===== config.mk =====
export PLATFORM = sky130hd
export DESIGN_NAME = des_initial_permutation
export DESIGN_NICKNAME = d
export VERILOG_FILES = /design/src/rtl/des_perm_pkg.sv /design/src/rtl/des_perm_chunk.sv /design/src/rtl/des_initial_permutation.sv
export SDC_FILE = /design/constraint.sdc
export NUM_CORES = 1
export LEC_CHECK = 0
export CORE_UTILIZATION = 30
export CTS_CLUSTER_DIAMETER = 80
export CTS_CLUSTER_SIZE = 10
export DETAILED_ROUTE_END_ITERATION = 8
export GPL_TIMING_DRIVEN = 0
export PLACE_DENSITY_LB_ADDON = 0.2
export SYNTH_ARGS = -nofsm -noshare
export SYNTH_HDL_FRONTEND = slang
export SYNTH_HIERARCHICAL = 1
export SYNTH_SLANG_ARGS = --single-unit

===== constraint.sdc =====
create_clock -name clk -period 5.65 [get_ports clk]
set_clock_uncertainty 0.05 [all_clocks]
set_input_delay 1.13 -clock clk [delete_from_list [all_inputs] [get_ports clk]]
set_output_delay 1.13 -clock clk [all_outputs]
set_load 0.02 [all_outputs]

===== src/rtl/des_perm_pkg.sv =====
// Shared DES permutation constants, FSM state type and table lookup helper.
// Tables store 1-based DES source bit numbers; element 63 holds output position 0 (DES bit 1).
package des_perm_pkg;

    localparam int DES_BLOCK_W = 64;
    localparam int DES_HALF_W  = 32;

    localparam logic [63:0][7:0] IP_TABLE = {
        8'd58, 8'd50, 8'd42, 8'd34, 8'd26, 8'd18, 8'd10, 8'd2,
        8'd60, 8'd52, 8'd44, 8'd36, 8'd28, 8'd20, 8'd12, 8'd4,
        8'd62, 8'd54, 8'd46, 8'd38, 8'd30, 8'd22, 8'd14, 8'd6,
        8'd64, 8'd56, 8'd48, 8'd40, 8'd32, 8'd24, 8'd16, 8'd8,
        8'd57, 8'd49, 8'd41, 8'd33, 8'd25, 8'd17, 8'd9,  8'd1,
        8'd59, 8'd51, 8'd43, 8'd35, 8'd27, 8'd19, 8'd11, 8'd3,
        8'd61, 8'd53, 8'd45, 8'd37, 8'd29, 8'd21, 8'd13, 8'd5,
        8'd63, 8'd55, 8'd47, 8'd39, 8'd31, 8'd23, 8'd15, 8'd7
    };

    localparam logic [63:0][7:0] FP_TABLE = {
        8'd40, 8'd8, 8'd48, 8'd16, 8'd56, 8'd24, 8'd64, 8'd32,
        8'd39, 8'd7, 8'd47, 8'd15, 8'd55, 8'd23, 8'd63, 8'd31,
        8'd38, 8'd6, 8'd46, 8'd14, 8'd54, 8'd22, 8'd62, 8'd30,
        8'd37, 8'd5, 8'd45, 8'd13, 8'd53, 8'd21, 8'd61, 8'd29,
        8'd36, 8'd4, 8'd44, 8'd12, 8'd52, 8'd20, 8'd60, 8'd28,
        8'd35, 8'd3, 8'd43, 8'd11, 8'd51, 8'd19, 8'd59, 8'd27,
        8'd34, 8'd2, 8'd42, 8'd10, 8'd50, 8'd18, 8'd58, 8'd26,
        8'd33, 8'd1, 8'd41, 8'd9,  8'd49, 8'd17, 8'd57, 8'd25
    };

    typedef enum logic [1:0] {
        IDLE    = 2'd0,
        PERMUTE = 2'd1,
        DONE    = 2'd2
    } perm_state_e;

    // Entry for 0-based DES output position pos (position 0 = MSB).
    function automatic logic [7:0] table_entry(input logic [63:0][7:0] tbl, input logic [5:0] pos);
        return tbl[6'd63 - pos];
    endfunction

endpackage


===== src/rtl/des_perm_chunk.sv =====
// Combinational slice of a DES bit permutation: produces BITS output bits of chunk
// number 'chunk', MSB-first, from the given source block and table.
module des_perm_chunk
    import des_perm_pkg::*;
#(
    parameter int BITS = 8
) (
    input  logic [DES_BLOCK_W-1:0] src,
    input  logic [5:0]             chunk,
    input  logic [63:0][7:0]       perm_table,
    output logic [BITS-1:0]        bits
);

    logic [5:0] pos_s;
    logic [7:0] entry_s;

    // Gather each output bit of the chunk from its 1-based source position.
    always_comb begin
        bits    = '0;
        pos_s   = 6'd0;
        entry_s = 8'd0;
        for (int j = 0; j < BITS; j++) begin
            pos_s   = chunk * 6'(BITS) + 6'(j);
            entry_s = table_entry(perm_table, pos_s);
            bits[BITS-1-j] = src[6'(8'd64 - entry_s)];
        end
    end

endmodule


===== src/rtl/des_initial_permutation.sv =====
// DES initial permutation, BITS_PER_CYCLE output bits per cycle.
// Optional IP_SELF_CHECK_EN builds an inverse-permutation check that drives check_err.
module des_initial_permutation
    import des_perm_pkg::*;
#(
    parameter int BITS_PER_CYCLE = 8
) (
    input  logic                   clk,
    input  logic                   rst,
    input  logic                   set,
    input  logic [DES_BLOCK_W-1:0] data_in,
    output logic                   busy,
    output logic                   status,
    output logic [DES_BLOCK_W-1:0] data_out,
    output logic [DES_HALF_W-1:0]  left_out,
    output logic [DES_HALF_W-1:0]  right_out,
    output logic                   check_err
);

    localparam int         N          = DES_BLOCK_W / BITS_PER_CYCLE;
    localparam logic [5:0] LAST_CHUNK = 6'(N - 1);

    perm_state_e              state_r;
    logic [5:0]               counter_r;
    logic [DES_BLOCK_W-1:0]   src_r;
    logic [DES_BLOCK_W-1:0]   dst_r;
    logic [DES_BLOCK_W-1:0]   dst_next_s;
    logic [BITS_PER_CYCLE-1:0] chunk_bits_s;
    logic [5:0]               wpos_s;
    logic                     chk_mismatch_s;

    des_perm_chunk #(.BITS(BITS_PER_CYCLE)) u_ip_chunk (
        .src        (src_r),
        .chunk      (counter_r),
        .perm_table (IP_TABLE),
        .bits       (chunk_bits_s)
    );

    // Merge the current chunk into the partial result.
    always_comb begin
        dst_next_s = dst_r;
        wpos_s     = 6'd0;
        for (int j = 0; j < BITS_PER_CYCLE; j++) begin
            wpos_s = counter_r * 6'(BITS_PER_CYCLE) + 6'(j);
            dst_next_s[6'd63 - wpos_s] = chunk_bits_s[BITS_PER_CYCLE-1-j];
        end
    end

`ifdef IP_SELF_CHECK_EN
    logic [DES_BLOCK_W-1:0] inv_s;

    des_perm_chunk #(.BITS(DES_BLOCK_W)) u_fp_check (
        .src        (dst_next_s),
        .chunk      (6'd0),
        .perm_table (FP_TABLE),
        .bits       (inv_s)
    );

    assign chk_mismatch_s = (inv_s != src_r);
`else
    assign chk_mismatch_s = 1'b0;
`endif

    // Control FSM with registered status outputs; a set while permuting is dropped.
    always_ff @(posedge clk) begin
        if (rst) begin
            state_r   <= IDLE;
            counter_r <= 6'd0;
            src_r     <= 64'h0;
            dst_r     <= 64'h0;
            data_out  <= 64'h0;
            busy      <= 1'b0;
            status    <= 1'b0;
            check_err <= 1'b0;
        end else begin
            case (state_r)
                IDLE, DONE: begin
                    if (set) begin
                        src_r     <= data_in;
                        counter_r <= 6'd0;
                        dst_r     <= 64'h0;
                        busy      <= 1'b1;
                        status    <= 1'b0;
                        check_err <= 1'b0;
                        state_r   <= PERMUTE;
                    end
                end
                PERMUTE: begin
                    dst_r <= dst_next_s;
                    if (counter_r == LAST_CHUNK) begin
                        data_out  <= dst_next_s;
                        status    <= 1'b1;
                        busy      <= 1'b0;
                        check_err <= chk_mismatch_s;
                        state_r   <= DONE;
                    end else begin
                        counter_r <= counter_r + 6'd1;
                    end
                end
                default: begin
                    state_r <= IDLE;
                    busy    <= 1'b0;
                    status  <= 1'b0;
                end
            endcase
        end
    end

    assign left_out  = data_out[63:32];
    assign right_out = data_out[31:0];

endmodule

==> impl_metrics.tcl <==
set metrics [dict create \
    io_buffers 196 \
    arrival_ns 5.79 \
    grt_usage_pct 19.6 \
    ys_top_cells_by_area "dfxtp_1 (24%), mux4_2 (20%), mux4_1 (12%)" \
    power.total_mw 4.59 \
    status "completed" \
    cp-end-kind "flop" \
    htree_levels 1 \
    switching_share_pct 34.3 \
    grt-ovfl-total 0 \
    synthFlopType "dfxtp_1" \
    antenna_found_initial 0 \
    syn_area_um2 17000 \
    final_layout_size_suffix_gt1_share_pct 19.9 \
    wl_um 57100 \
    gp_congestion 0.928 \
    worstPathMaxFanout 10 \
    final_net_count 2175 \
    placeableCoreArea_um2 55500 \
    first_pass_iters 6 \
    total_leakage_power_nw 8.34 \
    grt_setup_unrepaired "no" \
    maxSlewViolCount 0 \
    synth_top_area_cell "dfxtp_1" \
    start_util_pct 30.6 \
    critical_path_class "flop to flop" \
    yosysSeqAreaShare_pct 23.7 \
    hold_path_class "flop to flop" \
    die_y_um 240 \
    final_cell_mix "conb_1 (385), nand2_1 (226), dfxtp_1 (201), clkdlybuf4s50_1 (196), mux2i_1 (152)" \
    power.density_nw_per_um2 207 \
    clkPwrFrac_pct 31.1 \
    numCtsBuffers 25 \
    ys_types 55 \
    num_rows 86 \
    timing.hold.ws_ns 0.409 \
    cts_max_path_buffers 3 \
    cts_tree "built" \
    synth_top_area_share_pct 23.7 \
    switchingPower_mw 1.57 \
    cts.sinks 201 \
    required_ns 6.00 \
    syn_to_final_growth_pct 30.6 \
    clockRootBuffer "clkbuf_16" \
    max-slew-margin-rel_pct 39.1 \
    power_frac_seq_pct 33.3 \
    hpwl_um 43400 \
    die-area_um2 57500 \
    vias_per_cell 5.07 \
    vias 14400 \
    synth-seq-cells 201 \
    synth_cells 1492 \
    worst_pin_slew_ns 0.910 \
    hold_viol 0 \
    drt_first_iter_violations 1018 \
    synth_edf_count 0 \
    ys_warn_count 6 \
    avgSynthCellArea_um2 11.4 \
    final_common_cell "conb_1" \
    fin_crit_sh_pct 96.2 \
    holdBufCountCts 0 \
    fin_crit_ns 5.43 \
    grt_pass1_wl_um 85300 \
    grt_pass1_vias 13800 \
    async_flop_share_pct 0 \
    diodes 0 \
    combPwrFrac_pct 35.6 \
    clock.fmax_mhz 184 \
    worstSkewPairLatency_ns 0.53 \
    start_kind "flop" \
    setup_viol 0 \
    maxCapViolations 0 \
    clk_pin_slew_ns 0.06 \
    grt_max_degree 13 \
    ir_drop_mv 0.227 \
    post-route-drc-count 0 \
    fin_util_pct 39.9 \
    ant_nets 0 \
    die_x_um 240 \
    ios 198 \
    avgRoutedWirePerCell_um 20.0 \
    p_int_mw 3.02 \
]
-- stage by stage --
step / std cells / worst slack, ns / area, um2 / TNS, ns
floorplan: 1875 / 1.52 / 18400 / 0
CTS: 2847 / 0.00486 / 22100 / 0
global placement: 2819 / -0.792 / 21300 / -20.57
global route: 2849 / 0.00339 / 22200 / 0
detailed placement: 2819 / -0.795 / 21300 / -23.95
finish: 2849 / 0.216 / 22200 / 0
-- flip-flops by register name, summed over array words and instances, names as in the netlist --
signal,cells
data_out,64
state_r,1
status,1
dst_r,64
counter_r,6
src_r,64
busy,1
-- critical path: stages (launching register included) --
cell and delay, ns:
dfxtp_1 0.42, buf_2 0.23, buf_2 0.23, mux4_1 0.30, mux2i_4 0.61, buf_6 0.29, ha_1 0.15, buf_1 0.50
clkbuf_2 0.43, mux4_2 0.36, mux2i_1 0.25, mux2i_1 0.12, mux2i_1 0.22, mux2i_2 0.27, nand4bb_1 0.18, clkbuf_1 0.44
nand2b_1 0.17, o21ai_0 0.06
-- worst paths after layout --
kind,depth (start not counted),slack (ns),from,endpoint
worst max-delay path,17,0.22,counter_r[2]$_SDFFE_PP0P_,dst_r[26]$_SDFFE_PP0P_
worst max register to register,17,0.22,counter_r[2]$_SDFFE_PP0P_,dst_r[26]$_SDFFE_PP0P_
worst min-delay path,2,0.41,dst_r[31]$_SDFFE_PP0P_,dst_r[31]$_SDFFE_PP0P_
worst min register to register,2,0.41,dst_r[31]$_SDFFE_PP0P_,dst_r[31]$_SDFFE_PP0P_
-- synthesized netlist by cell type, drive strengths merged, types with 8 or more instances --
| cell | count |
|---|---|
| a21oi | 139 |
| a211oi | 40 |
| nand2 | 226 |
| inv | 49 |
| nor2 | 8 |
| o21ai | 10 |
| o32ai | 48 |
| a311oi | 25 |
| dfxtp | 201 |
| xor2 | 16 |
| nand2b | 10 |
| nand4bb | 8 |
| mux2i | 185 |
| buf | 166 |
| nand3 | 28 |
| o211ai | 8 |
| clkbuf | 41 |
| xnor2 | 17 |
| ha | 9 |
| mux4 | 224 |
-- cell families (layout without fill, tap and decap cells) --
logic type | after synthesis | after routing | share of synthesized area [%]
simple gates | 303 | 303 | 8.61
flops | 201 | 201 | 23.7
compound gates | 277 | 277 | 10.7
xor+xnor | 33 | 33 | 3.14
fa+ha+maj | 9 | 9 | 0.664
buf+inv | 256 | 482 | 9.12
mux | 411 | 411 | 44.0
other cells | 2 | 385 | 0.0443
-- cell type report --
cell class | instances | area, um2
Multi-Input combinational cell | 1418 | 12900
Sequential cell | 201 | 4020
Fill cell | 5619 | 33400
Inverter | 49 | 184
Buffer | 200 | 1350
Tap cell | 748 | 936
Clock inverter | 4 | 56.3
Clock buffer | 25 | 626
Timing Repair Buffer | 204 | 2030
-- power by group through the flow --
stage / Combinational [mW] / Sequential [mW] / Clock (mW)
after global routing: 1.71 / 1.53 / 1.52
after floorplan: 1.11 / 1.52 / 0
after detailed placement: 1.54 / 1.56 / 0
after global placement: 1.53 / 1.55 / 0
after CTS: 1.58 / 1.53 / 1.46
final: 1.63 / 1.53 / 1.43
-- metal layers --
layer  GRT usage (%)  vias up  share of wire, %
met3            2.77       62               6.3
met2            31.3      490                47
met4            3.94        0               1.8
met5               0        -                 0
met1            28.2     7274                45
li1                -     6607                 -
-- timing repair --
action | CTS | global route
endpoints found under the setup margin | 71 | 55
setup buffers | 0 | 8
gates resized for setup | 19 | 11
(Power assumes the default switching activity.)
